File: src/rtl/mem_port_arbiter_pkg.sv
// mem_port_arbiter_pkg: requester IDs, default widths and read-tracker entry layout.
package mem_port_arbiter_pkg;
  localparam int DEF_DATA_WIDTH = 32;
  localparam int DEF_ADDRESS_BITS = 20;
  localparam logic REQ_ICACHE = 1'b0;
  localparam logic REQ_DCACHE = 1'b1;
  typedef struct packed {
    logic id;
    logic [DEF_ADDRESS_BITS-1:0] address;
  } trk_entry_t;
endpackage

File: src/rtl/arb_read_tracker.sv
// arb_read_tracker: in-order FIFO of outstanding reads, {id, address} per entry.
module arb_read_tracker #(
  parameter int W = 21,
  parameter int DEPTH = 2
) (
  input  logic         clock,
  input  logic         reset,
  input  logic         push,
  input  logic         pop,
  input  logic [W-1:0] push_data,
  output logic         full,
  output logic         empty,
  output logic [W-1:0] head
);
  localparam int PW = DEPTH > 1 ? $clog2(DEPTH) : 1;
  localparam int CW = $clog2(DEPTH + 1);
  logic [W-1:0] mem_q [DEPTH];
  logic [PW-1:0] wr_q, wr_d, rd_q, rd_d;
  logic [CW-1:0] cnt_q, cnt_d;
  function automatic logic [PW-1:0] nxt(input logic [PW-1:0] p);
    return (p == PW'(DEPTH - 1)) ? '0 : p + 1'b1;
  endfunction
  always_comb begin
    wr_d = push ? nxt(wr_q) : wr_q;
    rd_d = pop ? nxt(rd_q) : rd_q;
    cnt_d = cnt_q + CW'(push) - CW'(pop);
  end
  always_ff @(posedge clock or negedge reset)
    if (!reset) begin
      wr_q <= '0;
      rd_q <= '0;
      cnt_q <= '0;
    end else begin
      wr_q <= wr_d;
      rd_q <= rd_d;
      cnt_q <= cnt_d;
    end
  // Storage needs no reset: only entries counted by cnt_q are ever read.
  always_ff @(posedge clock)
    if (push) mem_q[wr_q] <= push_data;
  assign full = cnt_q == CW'(DEPTH);
  assign empty = cnt_q == '0;
  assign head = mem_q[rd_q];
endmodule

File: src/rtl/mem_port_arbiter.sv
// mem_port_arbiter: round-robin share of one memory port between icache (0) and dcache (1).
module mem_port_arbiter
  import mem_port_arbiter_pkg::*;
#(
  parameter int DATA_WIDTH = DEF_DATA_WIDTH,
  parameter int ADDRESS_BITS = DEF_ADDRESS_BITS,
  parameter int MAX_OUTSTANDING = 2
) (
  input  logic                    clock,
  input  logic                    reset,
  input  logic                    c0_read,
  input  logic                    c0_write,
  input  logic [ADDRESS_BITS-1:0] c0_address,
  input  logic [DATA_WIDTH-1:0]   c0_data_in,
  output logic                    c0_ready,
  output logic                    c0_valid,
  output logic [DATA_WIDTH-1:0]   c0_data_out,
  output logic [ADDRESS_BITS-1:0] c0_out_address,
  input  logic                    c1_read,
  input  logic                    c1_write,
  input  logic [ADDRESS_BITS-1:0] c1_address,
  input  logic [DATA_WIDTH-1:0]   c1_data_in,
  output logic                    c1_ready,
  output logic                    c1_valid,
  output logic [DATA_WIDTH-1:0]   c1_data_out,
  output logic [ADDRESS_BITS-1:0] c1_out_address,
  output logic                    mem_read,
  output logic                    mem_write,
  output logic [ADDRESS_BITS-1:0] mem_address,
  output logic [DATA_WIDTH-1:0]   mem_data_out,
  input  logic                    mem_ready,
  input  logic                    mem_valid,
  input  logic [DATA_WIDTH-1:0]   mem_data_in,
  output logic                    protocol_error,
  output logic [31:0]             conflict_count
);
  logic pend0, pend1, can_issue, g0, g1, full, empty, pop;
  logic [ADDRESS_BITS:0] head;
  logic last_q, last_d, perr_q, perr_d;
  logic v0_q, v0_d, v1_q, v1_d;
  logic [DATA_WIDTH-1:0] d0_q, d0_d, d1_q, d1_d;
  logic [ADDRESS_BITS-1:0] a0_q, a0_d, a1_q, a1_d;
  logic [31:0] conf_q, conf_d;
  assign pend0 = c0_read | c0_write;
  assign pend1 = c1_read | c1_write;
  // Gating with reset keeps every request-side output low while reset is held.
  assign can_issue = reset & mem_ready & (!full | mem_valid);
  assign g0 = can_issue & pend0 & (!pend1 | last_q == REQ_DCACHE);
  assign g1 = can_issue & pend1 & (!pend0 | last_q == REQ_ICACHE);
  assign c0_ready = g0;
  assign c1_ready = g1;
  assign mem_read = g0 ? c0_read : g1 & c1_read;
  assign mem_write = g0 ? c0_write & !c0_read : g1 & c1_write & !c1_read;
  assign mem_address = g0 ? c0_address : g1 ? c1_address : '0;
  assign mem_data_out = g0 ? c0_data_in : g1 ? c1_data_in : '0;
  assign pop = mem_valid & !empty;
  arb_read_tracker #(.W(ADDRESS_BITS + 1), .DEPTH(MAX_OUTSTANDING)) u_trk (
    .clock(clock),
    .reset(reset),
    .push(mem_read),
    .pop(pop),
    .push_data({g1 ? REQ_DCACHE : REQ_ICACHE, mem_address}),
    .full(full),
    .empty(empty),
    .head(head)
  );
  always_comb begin
    last_d = g0 ? REQ_ICACHE : g1 ? REQ_DCACHE : last_q;
    perr_d = perr_q | (c0_read & c0_write) | (c1_read & c1_write) | (mem_valid & empty);
    conf_d = conf_q + 32'(pend0 & pend1);
    v0_d = pop & head[ADDRESS_BITS] == REQ_ICACHE;
    v1_d = pop & head[ADDRESS_BITS] == REQ_DCACHE;
    d0_d = v0_d ? mem_data_in : d0_q;
    d1_d = v1_d ? mem_data_in : d1_q;
    a0_d = v0_d ? head[ADDRESS_BITS-1:0] : a0_q;
    a1_d = v1_d ? head[ADDRESS_BITS-1:0] : a1_q;
  end
  always_ff @(posedge clock or negedge reset)
    if (!reset) begin
      last_q <= REQ_DCACHE;
      perr_q <= 1'b0;
      conf_q <= '0;
      v0_q <= 1'b0;
      v1_q <= 1'b0;
      d0_q <= '0;
      d1_q <= '0;
      a0_q <= '0;
      a1_q <= '0;
    end else begin
      last_q <= last_d;
      perr_q <= perr_d;
      conf_q <= conf_d;
      v0_q <= v0_d;
      v1_q <= v1_d;
      d0_q <= d0_d;
      d1_q <= d1_d;
      a0_q <= a0_d;
      a1_q <= a1_d;
    end
  assign c0_valid = v0_q;
  assign c1_valid = v1_q;
  assign c0_data_out = d0_q;
  assign c1_data_out = d1_q;
  assign c0_out_address = a0_q;
  assign c1_out_address = a1_q;
  assign protocol_error = perr_q;
  assign conflict_count = conf_q;
endmodule

File: config.mk
export PLATFORM = sky130hd
export DESIGN_NAME = mem_port_arbiter
export DESIGN_NICKNAME = d
export VERILOG_FILES = /design/src/rtl/mem_port_arbiter_pkg.sv /design/src/rtl/arb_read_tracker.sv /design/src/rtl/mem_port_arbiter.sv
export SDC_FILE = /design/constraint.sdc
export NUM_CORES = 1
export LEC_CHECK = 0
export ABC_AREA = 1
export CAP_MARGIN = 20
export CELL_PAD_IN_SITES_DETAIL_PLACEMENT = 0
export CELL_PAD_IN_SITES_GLOBAL_PLACEMENT = 1
export CORE_ASPECT_RATIO = 1.4
export CORE_UTILIZATION = 34
export DETAILED_ROUTE_END_ITERATION = 10
export HOLD_SLACK_MARGIN = 0.12
export PLACE_DENSITY = 0.86
export REMOVE_ABC_BUFFERS = 1
export SLEW_MARGIN = 20
export SYNTH_ARGS = -nofsm -noshare
export SYNTH_HDL_FRONTEND = slang
export SYNTH_SLANG_ARGS = --single-unit
File: constraint.sdc
create_clock -name clock -period 6 [get_ports clock]
set_input_delay 0.9 -clock clock [delete_from_list [all_inputs] [get_ports clock]]
set_output_delay 0.9 -clock clock [all_outputs]
set_load 0.02 [all_outputs]
==> results.ini <==
[power]
switching_share_pct=37.6
internal_power_mw=3.40
ir_drop_mv=0.217
p_sw_mw=2.05
p_leak_nw=5.36
combPwrFrac_pct=43.9
power_density_mw_per_mm2=444
p_seq_share_pct=35.3
clock_power_share_pct=20.8

[clock_network]
cts-hold-fix-buffers=0
clkTransAtPathRegs_ns=0.07
cts_root_buffer=clkbuf_16
htreeDepth=4
clock-sinks=186
cts_max_path_buffers=2
cts_buffers=17
tritoncts=done
post-cts-setup-buffers=0
cts_resized=0
clock_latency_ns=0.43

[logic_synthesis]
yosysSeqAreaShare_pct=60.5
synthCells=792
syn_area_mm2=0.00804
synth_area_per_cell_um2=10.2
yosysWarnings=0
synth_cell_types=30
ys_seq_elements=186

[route]
drtIter0Drc=350
ant_nets=0
wirelength_um=25300
first_pass_iters=4
vias=6760
drcViolationCount=0
viasPerCell=4.68
routedWlPerCell_um=17.5

[worst_setup_path]
crit_path_max_fanout=53
regToRegEndpoint=c0_data_out[2]
reg2regPathDepth=8
endpoint_kind=output pin
arrival_ns=3.56
criticalPathCategory=input pin to output pin
r2r_setup_slack_ns=3.14
worstReg2RegStart=u_trk.rd_q
worst_setup_path_start_kind=input pin
crit_start=c1_read
critPathRequiredTime_ns=5.10
timing.critical_path.to=mem_address[17]

[worst_hold_path]
hp-class=input pin to async pin

[floorplan]
io_pins=339
die_w_um=132
fp.coreArea_mm2=0.0232
die_h_um=184
die_area_mm2=0.0243
rows=66
start_util_pct=34.7

[global_route]
grt.total_usage_pct=21.4
grt_pass1_wl_um=38600
busiest_layer=met2
first_global_vias=6963
grt.overflow.total=0
grt_max_degree=72
met1_usage_pct=23.8
grt_util_met2_pct=36.8
antenna_found_initial=6
use_met3_pct=7.03

[sta]
min_period_ns=4.46
setup_viol=0
grt_setup_unrepaired=false
fmax_mhz=224
fin_crit_sh_pct=74.3
hold_viol=0
slew_headroom_pct=32.8
maxSlewViolCount=0
clock_skew_ns=0.0104
setup_tns_ns=0
tightest_slew_ns=1.01

[status]
outcome=finished clean

[finish]
final_cell_mix=337 x clkdlybuf4s50_1, 253 x nand2_1, 143 x dfrtp_1
fin_nets=1270
ff_latch_area_mm2=0.00487
multi_input_area_mm2=0.00270
design_area_mm2=0.0123
nFillCells=2104
layout_commonest_cell=clkdlybuf4s50_1
syn_to_final_growth_pct=52.5
drive_gt1_share_pct=7.48

[place]
gp_congestion=0.894
hpwl_um=19100
placed_cell_area_mm2=0.0117
io_buffers=338

[job]
cap_viol_max_count=0

==> worst max-delay path, cell delays in order <==
cell and delay (ns):
clkdlybuf4s50_1 0.46, nor2_1 0.20, nor2_1 0.06, nor2_1 0.12
nand2_1 0.11, inv_2 0.73, a22o_1 0.32, clkdlybuf4s50_1 0.63
==> metrics by stage <==
| step | power [mW] | hold slack, ns | cells | util (%) | setup WS, ns |
|---|---|---|---|---|---|
| 2_1_floorplan | 3.12 | 0.488 | 757 | - | 0.408 |
| 3_3_place_gp | 4.33 | 0.453 | 1410 | 50.3 | 1.55 |
| 3_5_place_dp | 4.37 | 0.457 | 1410 | 50.3 | 1.54 |
| 4_1_cts | 5.52 | 0.232 | 1442 | 52.8 | 1.54 |
| 5_1_grt | 5.77 | 0.235 | 1443 | 52.8 | 1.25 |
| 6_report | 5.45 | 0.251 | 1445 | 52.8 | 1.54 |
==> flip-flops by register name, indices dropped and copies added, names as in the netlist <==
signal and cells:
c0_data_out 32, c0_out_address 20, c0_valid 1, c1_data_out 32, c1_out_address 20, c1_valid 1
conflict_count 32, last_q 1, protocol_error 1, u_trk.cnt_q 2, u_trk.mem_q 42, u_trk.rd_q 1
u_trk.wr_q 1
==> worst min path at each step <==
stage	slack, ns	endpoint	cells past startpoint	startpoint
2_1_floorplan	0.49	protocol_error	1	u_trk.cnt_q[0]
3_3_place_gp	0.45	c0_out_address[12]	2	c0_out_address[12]
3_5_place_dp	0.46	c0_out_address[0]	2	c0_out_address[0]
4_1_cts	0.23	u_trk.cnt_q[0]	1	reset
5_1_grt	0.24	c0_out_address[7]	1	reset
6_report	0.25	u_trk.cnt_q[0]	1	reset
==> layout make-up <==
cell class / count / share of cell area (%)
Sequential cell: 186 / 39.7
Timing Repair Buffer: 347 / 28.2
Multi-Input combinational cell: 500 / 22.0
Clock buffer: 18 / 3.50
Tap cell: 306 / 3.12
Inverter: 71 / 2.17
Clock inverter: 14 / 1.30
Antenna cell: 3 / 0.0612
==> synth_stat cells (all sizes together) <==
cell type | instances | area share (%)
a21boi | 2 | 0.19
a21oi | 4 | 0.39
a22o | 52 | 5.7
buf | 31 | 2.6
clkbuf | 4 | 0.19
dfrtp | 143 | 44
dfstp | 1 | 0.33
edfxtp | 42 | 16
ha | 3 | 0.47
inv | 71 | 3.3
mux2 | 20 | 2.8
nand2 | 253 | 12
nand3 | 10 | 0.68
nand3b | 3 | 0.28
nand4 | 5 | 0.39
nor2 | 39 | 2.1
nor3 | 14 | 0.87
o21ai | 65 | 4.5
o311ai | 1 | 0.11
xnor2 | 11 | 1.2
xor2 | 18 | 2.0
==> cell families after synthesis <==
family | Yosys count | synth area share [%]
AOI/OAI and AO/OA | 124 | 10.9
DFF | 186 | 60.5
and+or+nand+nor | 324 | 16.1
xor gates and xnor gates | 29 | 3.16
buffers and inverters | 106 | 6.10
muxes | 20 | 2.80
adders and majority gates | 3 | 0.467
==> routing by layer <==
layer / part of all wire (%) / vias up
li1: - / 3265
met1: 39 / 3178
met2: 50 / 264
met3: 7.9 / 47
met4: 3.7 / 6
met5: 0.15 / -
==> power groups by stage <==
stage                     logic (mW)  clock network [mW]  registers, mW
after global routing            2.57                1.22           1.97
after global placement          2.39                   0           1.93
after floorplan                0.728                   0           2.39
final                           2.39                1.13           1.92
after detailed placement        2.42                   0           1.94
after CTS                       2.43                1.17           1.93
(Power assumes the default switching activity.)
